<file path="src/rtl/inta_sequencer_pkg.sv">
// pic_8259_pkg: shared state encoding, counter width and INTA polarity for the acknowledge sequencer
package pic_8259_pkg;
  typedef enum logic [2:0] {IDLE, ACK1, GAP, ACK2, HOLD, COOL} inta_state_t;
  localparam int CNT_W = 4;
  localparam logic INTA_ASSERTED = 1'b0;
  localparam logic INTA_IDLE = 1'b1;
  function automatic logic [CNT_W-1:0] cnt_load(input int cycles);
    return CNT_W'(cycles - 1);
  endfunction
endpackage

</file>
<file path="src/rtl/inta_sequencer_if.sv">
// inta_sequencer_if: PIC-facing acknowledge signals plus the vector handshake towards the core
interface inta_sequencer_if;
  logic       int_enable;
  logic       INT;
  logic [7:0] data_bus;
  logic       INTA;
  logic [7:0] vector_out;
  logic       vector_valid;
  logic       vector_ready;
  logic       busy;
  modport master (
    input  int_enable, INT, data_bus, vector_ready,
    output INTA, vector_out, vector_valid, busy
  );
  modport slave (
    output int_enable, INT, data_bus, vector_ready,
    input  INTA, vector_out, vector_valid, busy
  );
endinterface

</file>
<file path="src/rtl/inta_sequencer_sync_2ff.sv">
// sync_2ff: two-flop synchronizer bringing the asynchronous INT into the clock domain
module sync_2ff (
  input  logic clock,
  input  logic reset_n,
  input  logic d,
  output logic q
);
  logic meta_q, sync_q;
  // shift the raw input through two flops; reset clears both
  always_ff @(posedge clock or negedge reset_n)
    if (!reset_n) {sync_q, meta_q} <= 2'b00;
    else {sync_q, meta_q} <= {meta_q, d};
  assign q = sync_q;
endmodule

</file>
<file path="src/rtl/inta_sequencer.sv">
// inta_sequencer: drives the two-pulse INTA sequence and hands the captured vector to the core
module inta_sequencer
  import pic_8259_pkg::*;
#(
  parameter int INTA_LOW_CYCLES = 2,
  parameter int INTA_GAP_CYCLES = 2
) (
  input logic clock,
  input logic reset_n,
  inta_sequencer_if.master bus
);
  localparam logic [CNT_W-1:0] LOW_LD = cnt_load(INTA_LOW_CYCLES);
  localparam logic [CNT_W-1:0] GAP_LD = cnt_load(INTA_GAP_CYCLES);
  inta_state_t state_q, state_d;
  logic [CNT_W-1:0] cnt_q, cnt_d;
  logic [7:0] vec_q, vec_d;
  logic inta_q, inta_d, valid_q, valid_d, busy_q, busy_d, req_q, req_d;
  logic int_s, done;
  sync_2ff u_sync (
    .clock  (clock),
    .reset_n(reset_n),
    .d      (bus.INT),
    .q      (int_s)
  );
  assign done = cnt_q == '0;
  // next-state logic; req_q adds the cycle that puts the first INTA edge three edges after INT is sampled
  always_comb begin
    state_d = state_q;
    cnt_d = done ? cnt_q : cnt_q - 1'b1;
    vec_d = vec_q;
    valid_d = valid_q;
    req_d = int_s && bus.int_enable && !valid_q;
    case (state_q)
      IDLE: if (req_q) begin
        state_d = ACK1;
        cnt_d = LOW_LD;
      end
      ACK1: if (done) begin
        state_d = GAP;
        cnt_d = GAP_LD;
      end
      GAP: if (done) begin
        state_d = ACK2;
        cnt_d = LOW_LD;
      end
      ACK2: if (done) begin
        state_d = HOLD;
        vec_d = bus.data_bus;
        valid_d = 1'b1;
      end
      HOLD: if (valid_q && bus.vector_ready) begin
        state_d = COOL;
        cnt_d = GAP_LD;
        valid_d = 1'b0;
      end
      COOL: if (done) state_d = IDLE;
      default: state_d = IDLE;
    endcase
    inta_d = (state_d == ACK1 || state_d == ACK2) ? INTA_ASSERTED : INTA_IDLE;
    busy_d = state_d != IDLE;
  end
  // all state and outputs are registered so INTA and busy never glitch
  always_ff @(posedge clock or negedge reset_n)
    if (!reset_n) begin
      state_q <= IDLE;
      cnt_q <= '0;
      vec_q <= 8'h00;
      valid_q <= 1'b0;
      inta_q <= INTA_IDLE;
      busy_q <= 1'b0;
      req_q <= 1'b0;
    end else begin
      state_q <= state_d;
      cnt_q <= cnt_d;
      vec_q <= vec_d;
      valid_q <= valid_d;
      inta_q <= inta_d;
      busy_q <= busy_d;
      req_q <= req_d;
    end
  assign bus.INTA = inta_q;
  assign bus.vector_out = vec_q;
  assign bus.vector_valid = valid_q;
  assign bus.busy = busy_q;
endmodule
</file>
<file path="src/flat_wrapper.sv">
// flat-port wrapper written by rule: the top's interface ports become plain ports
module inta_sequencer_flat import pic_8259_pkg::*;
#(
  parameter int INTA_LOW_CYCLES = 2,
  parameter int INTA_GAP_CYCLES = 2
)
  (clock, reset_n, bus_int_enable, bus_INT, bus_data_bus, bus_vector_ready, bus_INTA, bus_vector_out, bus_vector_valid, bus_busy);
  inta_sequencer_if bus_i ();
  input logic clock;
  input logic reset_n;
  input wire logic [$bits(bus_i.int_enable)-1:0] bus_int_enable;
  input wire logic [$bits(bus_i.INT)-1:0] bus_INT;
  input wire logic [$bits(bus_i.data_bus)-1:0] bus_data_bus;
  input wire logic [$bits(bus_i.vector_ready)-1:0] bus_vector_ready;
  output wire logic [$bits(bus_i.INTA)-1:0] bus_INTA;
  output wire logic [$bits(bus_i.vector_out)-1:0] bus_vector_out;
  output wire logic [$bits(bus_i.vector_valid)-1:0] bus_vector_valid;
  output wire logic [$bits(bus_i.busy)-1:0] bus_busy;
  assign bus_i.int_enable = bus_int_enable;
  assign bus_i.INT = bus_INT;
  assign bus_i.data_bus = bus_data_bus;
  assign bus_i.vector_ready = bus_vector_ready;
  assign bus_INTA = bus_i.INTA;
  assign bus_vector_out = bus_i.vector_out;
  assign bus_vector_valid = bus_i.vector_valid;
  assign bus_busy = bus_i.busy;
  inta_sequencer #(.INTA_LOW_CYCLES(INTA_LOW_CYCLES), .INTA_GAP_CYCLES(INTA_GAP_CYCLES)) u_core (.clock(clock), .reset_n(reset_n), .bus(bus_i));
endmodule
</file>
<file path="config.mk">
export PLATFORM = sky130hd
export DESIGN_NAME = inta_sequencer_flat
export DESIGN_NICKNAME = d
export VERILOG_FILES = /design/src/rtl/inta_sequencer_pkg.sv /design/src/rtl/inta_sequencer_if.sv /design/src/rtl/inta_sequencer_sync_2ff.sv /design/src/rtl/inta_sequencer.sv /design/src/flat_wrapper.sv
export SDC_FILE = /design/constraint.sdc
export NUM_CORES = 1
export LEC_CHECK = 0
export BUFFER_PORTS_ARGS = -buffer_cell sky130_fd_sc_hd__buf_2
export CAP_MARGIN = 10
export CORE_MARGIN = 2
export CORE_UTILIZATION = 46
export DETAILED_ROUTE_END_ITERATION = 10
export GPL_ROUTABILITY_DRIVEN = 0
export MAX_ROUTING_LAYER = met4
export PLACE_DENSITY = 0.77
export RECOVER_POWER = 100
export REMOVE_ABC_BUFFERS = 1
export SLEW_MARGIN = 10
export SYNTH_ARGS = -nofsm -noshare
export SYNTH_HDL_FRONTEND = slang
export SYNTH_SLANG_ARGS = --single-unit
</file>
<file path="constraint.sdc">
create_clock -name clock -period 2 [get_ports clock]
set_input_delay 0.1 -clock clock [delete_from_list [all_inputs] [get_ports clock]]
set_output_delay 0.1 -clock clock [all_outputs]
set_load 0.02 [all_outputs]
</file>
=== Yosys cells after proc, flatten, opt, wreduce, memory -nomap -nowiden ===
Index checks and enable logic that the tools add are counted.

* Add/sub/neg operators: 1
* Equal/unequal tests: 9
* Mux-type cells: 16
* Reductions and logical operators: 12

{| class="wikitable"
|+ Operators by type and width
! kind !! number
|-
| two-way mux 3 bit || 6
|-
| one-hot mux 3 bit (6 select lines) || 1
|-
| two-way mux 4 bit || 4
|-
| one-hot mux 4 bit (3 select lines) || 1
|-
| == test 3 x 2 -> 1 bit (second input constant) || 3
|-
| == test 3 x 1 -> 1 bit (second input constant) || 2
|-
| == test 3 bit (second input constant) || 2
|-
| zero test 4 bit || 1
|-
| inequality test 2 x 1 -> 1 bit (second input constant) || 2
|-
| subtractor 4 x 1 -> 4 bit (second input constant) || 1
|-
| logical AND 1 bit || 3
|-
| zero test 3 bit || 1
|-
| two-way mux 1 bit || 3
|-
| AND reduction 3 bit || 1
|-
| nonzero test 3 bit || 1
|-
| one-hot mux 1 bit (2 select lines) || 1
|-
| AND reduction 2 bit || 1
|-
| nonzero test 2 bit || 1
|-
| OR reduction 2 bit || 1
|-
| zero test 1 bit || 1
|-
| logical OR 1 bit || 1
|}

* Register bits after elaboration: 21
* Bits of input ports: 13

=== Depth between registers and ports, before layout ===
* Word-level depth: 6
* Mapped depth: 7

=== Modules after synthesis ===
Synthesis repeated with hierarchy kept, for this count alone.

* Cell total of the unflattened synthesis: 81
* Area total of the unflattened synthesis: 947.2 um^2

{| class="wikitable"
|+ Modules (own cells, without submodules)
! module !! times used !! cells each !! area each (um^2)
|-
| inta_sequencer || 1 || 79 || 897.1
|-
| sync_2ff || 1 || 2 || 50.0
|}

=== Worst setup path after synthesis ===
No wires, ideal clock.

* Kind: register to register
* Start point: reg u_core.cnt_q[0]
* End point: reg u_core.vec_q[0] (netlist: u_core.bus.vector_out[0])
* Setup time: 125 ps
* Arrival time: 1728 ps
* Required time: 1875 ps
* Slack: 147 ps
* Cell stages (with the launch flop): 8
* Period minus slack after synthesis: 1853 ps
* Cell sequence: dfrtp_1 > inv_1 > ha_1 > nor3b_4 > inv_2 > or3_1 > buf_6 > mux2_4

* Cells in the longest elaborated chain, start to end: 2

{| class="wikitable"
|+ Ends and longest elaborated chain
! element !! RTL line !! RTL
|-
| start: declaration || inta_sequencer.sv:15 || <nowiki>logic [CNT_W-1:0] cnt_q, cnt_d;</nowiki>
|-
| start signal: assignment || inta_sequencer.sv:74 || <nowiki>cnt_q <= cnt_d;</nowiki>
|-
| zero test 4 bit || inta_sequencer.sv:25 || <nowiki>assign done = cnt_q == '0;</nowiki>
|-
| AND reduction 2 bit (no source line) || - ||
|-
| end signal: assignment || inta_sequencer.sv:75 || <nowiki>vec_q <= vec_d;</nowiki>
|-
| end: declaration || inta_sequencer.sv:16 || <nowiki>logic [7:0] vec_q, vec_d;</nowiki>
|}

Every way passes these cells.
A chain may end at the register's enable or synchronous reset.

=== Final worst setup path ===
* Start point: reg u_core.cnt_q[0]
* End point: reg u_core.vec_q[5] (netlist: u_core.bus.vector_out[5])

Same word-level chain as after synthesis.

==> impl_metrics.sql <==
INSERT INTO impl_metrics (metric_group, metric, value, unit) VALUES
('sta', 'final.setup_skew', '1.60', 'ps'),
('worst_setup_path', 'r2r_start', 'u_core.cnt_q[0]', ''),
('worst_setup_path', 'r2r_slack', '120', 'ps'),
('worst_setup_path', 'data_arrival_time_of_the_worst_path', '2070', 'ps'),
('clocking', 'tritoncts', 'yes', ''),
('die', 'die_area', '2500', 'um2'),
('status', 'run_status', 'finished clean', ''),
('synth', 'avgSynthCellArea', '11.7', 'um2'),
('synth', 'yosysSeqAreaShare', '54.2', '%'),
('layout', 'num-nets-final', '127', ''),
('detailed_routing', 'overall_via_count_from_detail_route', '707', ''),
('clocking', 'clockBufferDepth', '2', ''),
('layout', 'layout.cells.most_common', 'dfrtp_1', ''),
('global_route', 'grt_start_max_net_pins', '22', ''),
('layout', 'fillers', '174', ''),
('sta', 'grt_setup_unrepaired', 'false', ''),
('power_and_ir_drop', 'power.leakage', '0.544', 'nW'),
('global_route', 'global_route_wire_length_before_repair', '3.04', 'mm'),
('synth', 'synth_area', '972', 'um2'),
('synth', 'post_synth_num_cell_types', '28', ''),
('die', 'floorplan.core_area', '1980', 'um2'),
('detailed_routing', 'detail_route.drc_violations', '0', ''),
('global_route', 'grt_usage', '16.9', '%'),
('detailed_routing', 'route.antenna.remaining_nets', '0', ''),
('detailed_routing', 'dr.pass1.iters', '4', ''),
('clocking', 'cts-buffers-inserted', '3', ''),
('global_route', 'antenna_found_initial', '0', ''),
('synth', 'yosys_register_bits', '21', ''),
('synth', 'yosysTopAreaCellShare', '51.5', '%'),
('power_and_ir_drop', 'total_power', '1.89', 'mW'),
('detailed_routing', 'detailedRoute.firstIterationViolations', '8', ''),
('die', 'chipHeight', '50.0', 'um'),
('clocking', 'root_buffer', 'clkbuf_4', ''),
('layout', 'syn_to_final_growth', '18.8', '%'),
('layout', 'layout_common_cells', '20 x dfrtp_1, 14 x clkbuf_1, 11 x buf_2, 8 x mux2_4, 7 x nor2_1', ''),
('sta', 'fin_tns_setup', '0', 'ps'),
('clocking', 'ctsHtreeMaxLevel', '1', ''),
('worst_setup_path', 'cp_max_fo', '10', ''),
('worst_setup_path', 'critical_path.n_buffers_inverters', '3', ''),
('clocking', 'clock_sinks', '21', ''),
('worst_setup_path', 'critical_path.top_delay_family', 'simple AND/OR/NAND/NOR gates', ''),
('placement', 'place.detailed.hpwl', '1.31', 'mm'),
('synth', 'netlist.top_cell.by_area', 'dfrtp_1', ''),
('worst_setup_path', 'worst_r2r_endpoint', 'u_core.bus.vector_out[5]', ''),
('sta', 'drv_slew', '0', ''),
('power_and_ir_drop', 'power_per_cell_area', '1630', 'nW/um2'),
('clocking', 'clk_latency_worst_skew_pair', '300', 'ps'),
('power_and_ir_drop', 'worst_ir_drop_vdd', '0.767', 'mV'),
('clocking', 'cts.clk_slew.worst_paths', '110', 'ps'),
('worst_setup_path', 'crit_type', 'flip-flop to flip-flop', ''),
('worst_setup_path', 'worst-endpoint-required', '2190', 'ps'),
('layout', 'drive_above_1_share', '27.0', '%'),
('detailed_routing', 'detail_route.wl_per_cell', '12.8', 'um'),
('worst_setup_path', 'path_depth', '7', ''),
('detailed_routing', 'postRouteWirelength', '1.76', 'mm'),
('sta', 'worst-slew-pin-transition', '1090', 'ps'),
('sta', 'finalHoldViolations', '0', ''),
('sta', 'slew-limit-headroom', '27.4', '%'),
('die', 'ios', '24', ''),
('worst_setup_path', 'end_kind', 'flip-flop', ''),
('sta', 'final-setup-viol-count', '0', ''),
('global_route', 'grt_pass1_vias', '681', ''),
('flow_run', 'drv.max_cap_violation_count', '0', ''),
('synth', 'ys_top_cells_by_area', 'dfrtp_1 51%, mux2_4 12%, dfstp_2 2.7%', ''),
('synth', 'yosysWarningCount', '0', ''),
('layout', 'insertedDiodeCount', '0', ''),
('worst_setup_path', 'critical_path.endpoint', 'u_core.bus.vector_out[5]', ''),
('global_route', 'grt_overflow_total', '0', ''),
('sta', 'max_freq', '0.532', 'GHz'),
('synth', 'syn_inst', '83', ''),
('die', 'initial_cell_density_of_the_core', '49.1', '%');
==> metrics by stage <==
stage,setup WS (ps),area [um2],std cells,hold slack [ps],utilization (%)
3_3_place_gp,136,1120,132,68.7,56.6
6_report,120,1150,138,22.3,58.3
2_1_floorplan,42.4,950,79,-196,-
4_1_cts,76.3,1170,138,11.9,58.9
5_1_grt,10.7,1150,138,1.40,58.3
3_5_place_dp,91.4,1120,132,80.7,56.6
==> kinds of logic (layout without fill, tap and decap cells) <==
| family | after synthesis | after routing | share of synthesized area, % |
|---|---|---|---|
| multiplexers | 9 | 9 | 13.5 |
| AND/OR/NAND/NOR | 24 | 24 | 13.3 |
| buffers and inverters | 10 | 38 | 4.63 |
| flip-flops | 21 | 21 | 54.2 |
| adder cells (fa/ha/maj) | 2 | 2 | 2.57 |
| XOR/XNOR | 2 | 2 | 1.80 |
| AO/OA/AOI/OAI | 15 | 15 | 10.0 |
==> sequential cells by signal (all words and copies together) (netlist names) <==
register	cells
u_core.u_sync.meta_q	1
u_core.bus.vector_out	8
u_core.req_q	1
u_core.bus.INTA	1
u_core.u_sync.q	1
u_core.cnt_q	4
u_core.bus.vector_valid	1
u_core.bus.busy	1
u_core.state_q	3
==> layout make-up <==
type	instances	area, um2	area share (%)
clock buffer	4	26.3	2.28
inverter	6	22.5	1.95
multi-input combinational	52	403	34.9
sequential	21	527	45.6
tap	27	33.8	2.93
timing repair buffer	28	143	12.4
==> cell usage after synthesis <==
library cell,count
dfrtp_1,20
mux2_4,8
nor2_1,7
nand2_1,6
a21oi_1,5
inv_1,5
clkbuf_1,3
o21ai_0,3
ha_1,2
nand2b_1,2
nor3_1,2
o311ai_0,2
or3_1,2
xnor2_1,2
a21boi_0,1
a21o_1,1
a31oi_1,1
a32oi_1,1
and3_1,1
buf_6,1
dfstp_2,1
inv_2,1
mux2_2,1
nand3_1,1
nand4b_1,1
nor2b_1,1
nor3b_4,1
o22a_2,1
==> power by group <==
part           switching, mW  internal [mW]  total (mW)
sequential             0.181          0.617       0.798
combinational          0.457          0.432       0.889
clock                  0.121         0.0777       0.199
==> how the worst min path moves through the flow <==
| stage | cells past startpoint | end | start | slack [ps] |
|---|---|---|---|---|
| 6_report | 2 | u_core.bus.vector_out[3] | bus_data_bus[3] | 20 |
| 5_1_grt | 2 | u_core.bus.vector_valid | bus_vector_ready | 1 |
| 4_1_cts | 2 | u_core.bus.vector_valid | bus_vector_ready | 10 |
| 3_5_place_dp | 1 | u_core.cnt_q[3] | reset_n | 80 |
| 3_3_place_gp | 1 | u_core.cnt_q[3] | reset_n | 70 |
| 2_1_floorplan | 0 | u_core.bus.busy | reset_n | -200 |
==> worst register-to-register path, stage by stage (launching register included) <==
cell and delay (ps):
dfrtp_1 400, inv_1 70, ha_2 200, nor3b_4 200, inv_2 80, or3_1 360, buf_6 170, mux2_4 300
==> timing repair <==
action	CTS	global route
gates resized for setup	0	2
endpoints found under the hold margin	21	0
hold buffers	2	0
setup buffers	0	0
setup endpoints to repair	0	8
==> metal layers <==
metal | GRT usage, % | up-vias | routed length [um]
met2 | 25.8 | 20 | 845
met4 | 4.63 | 0 | 29
met3 | 6.97 | 4 | 95
met1 | 20.6 | 342 | 793
li1 | - | 341 | -
met5 | - | - | 0
Power figures use the tool's default switching activity.
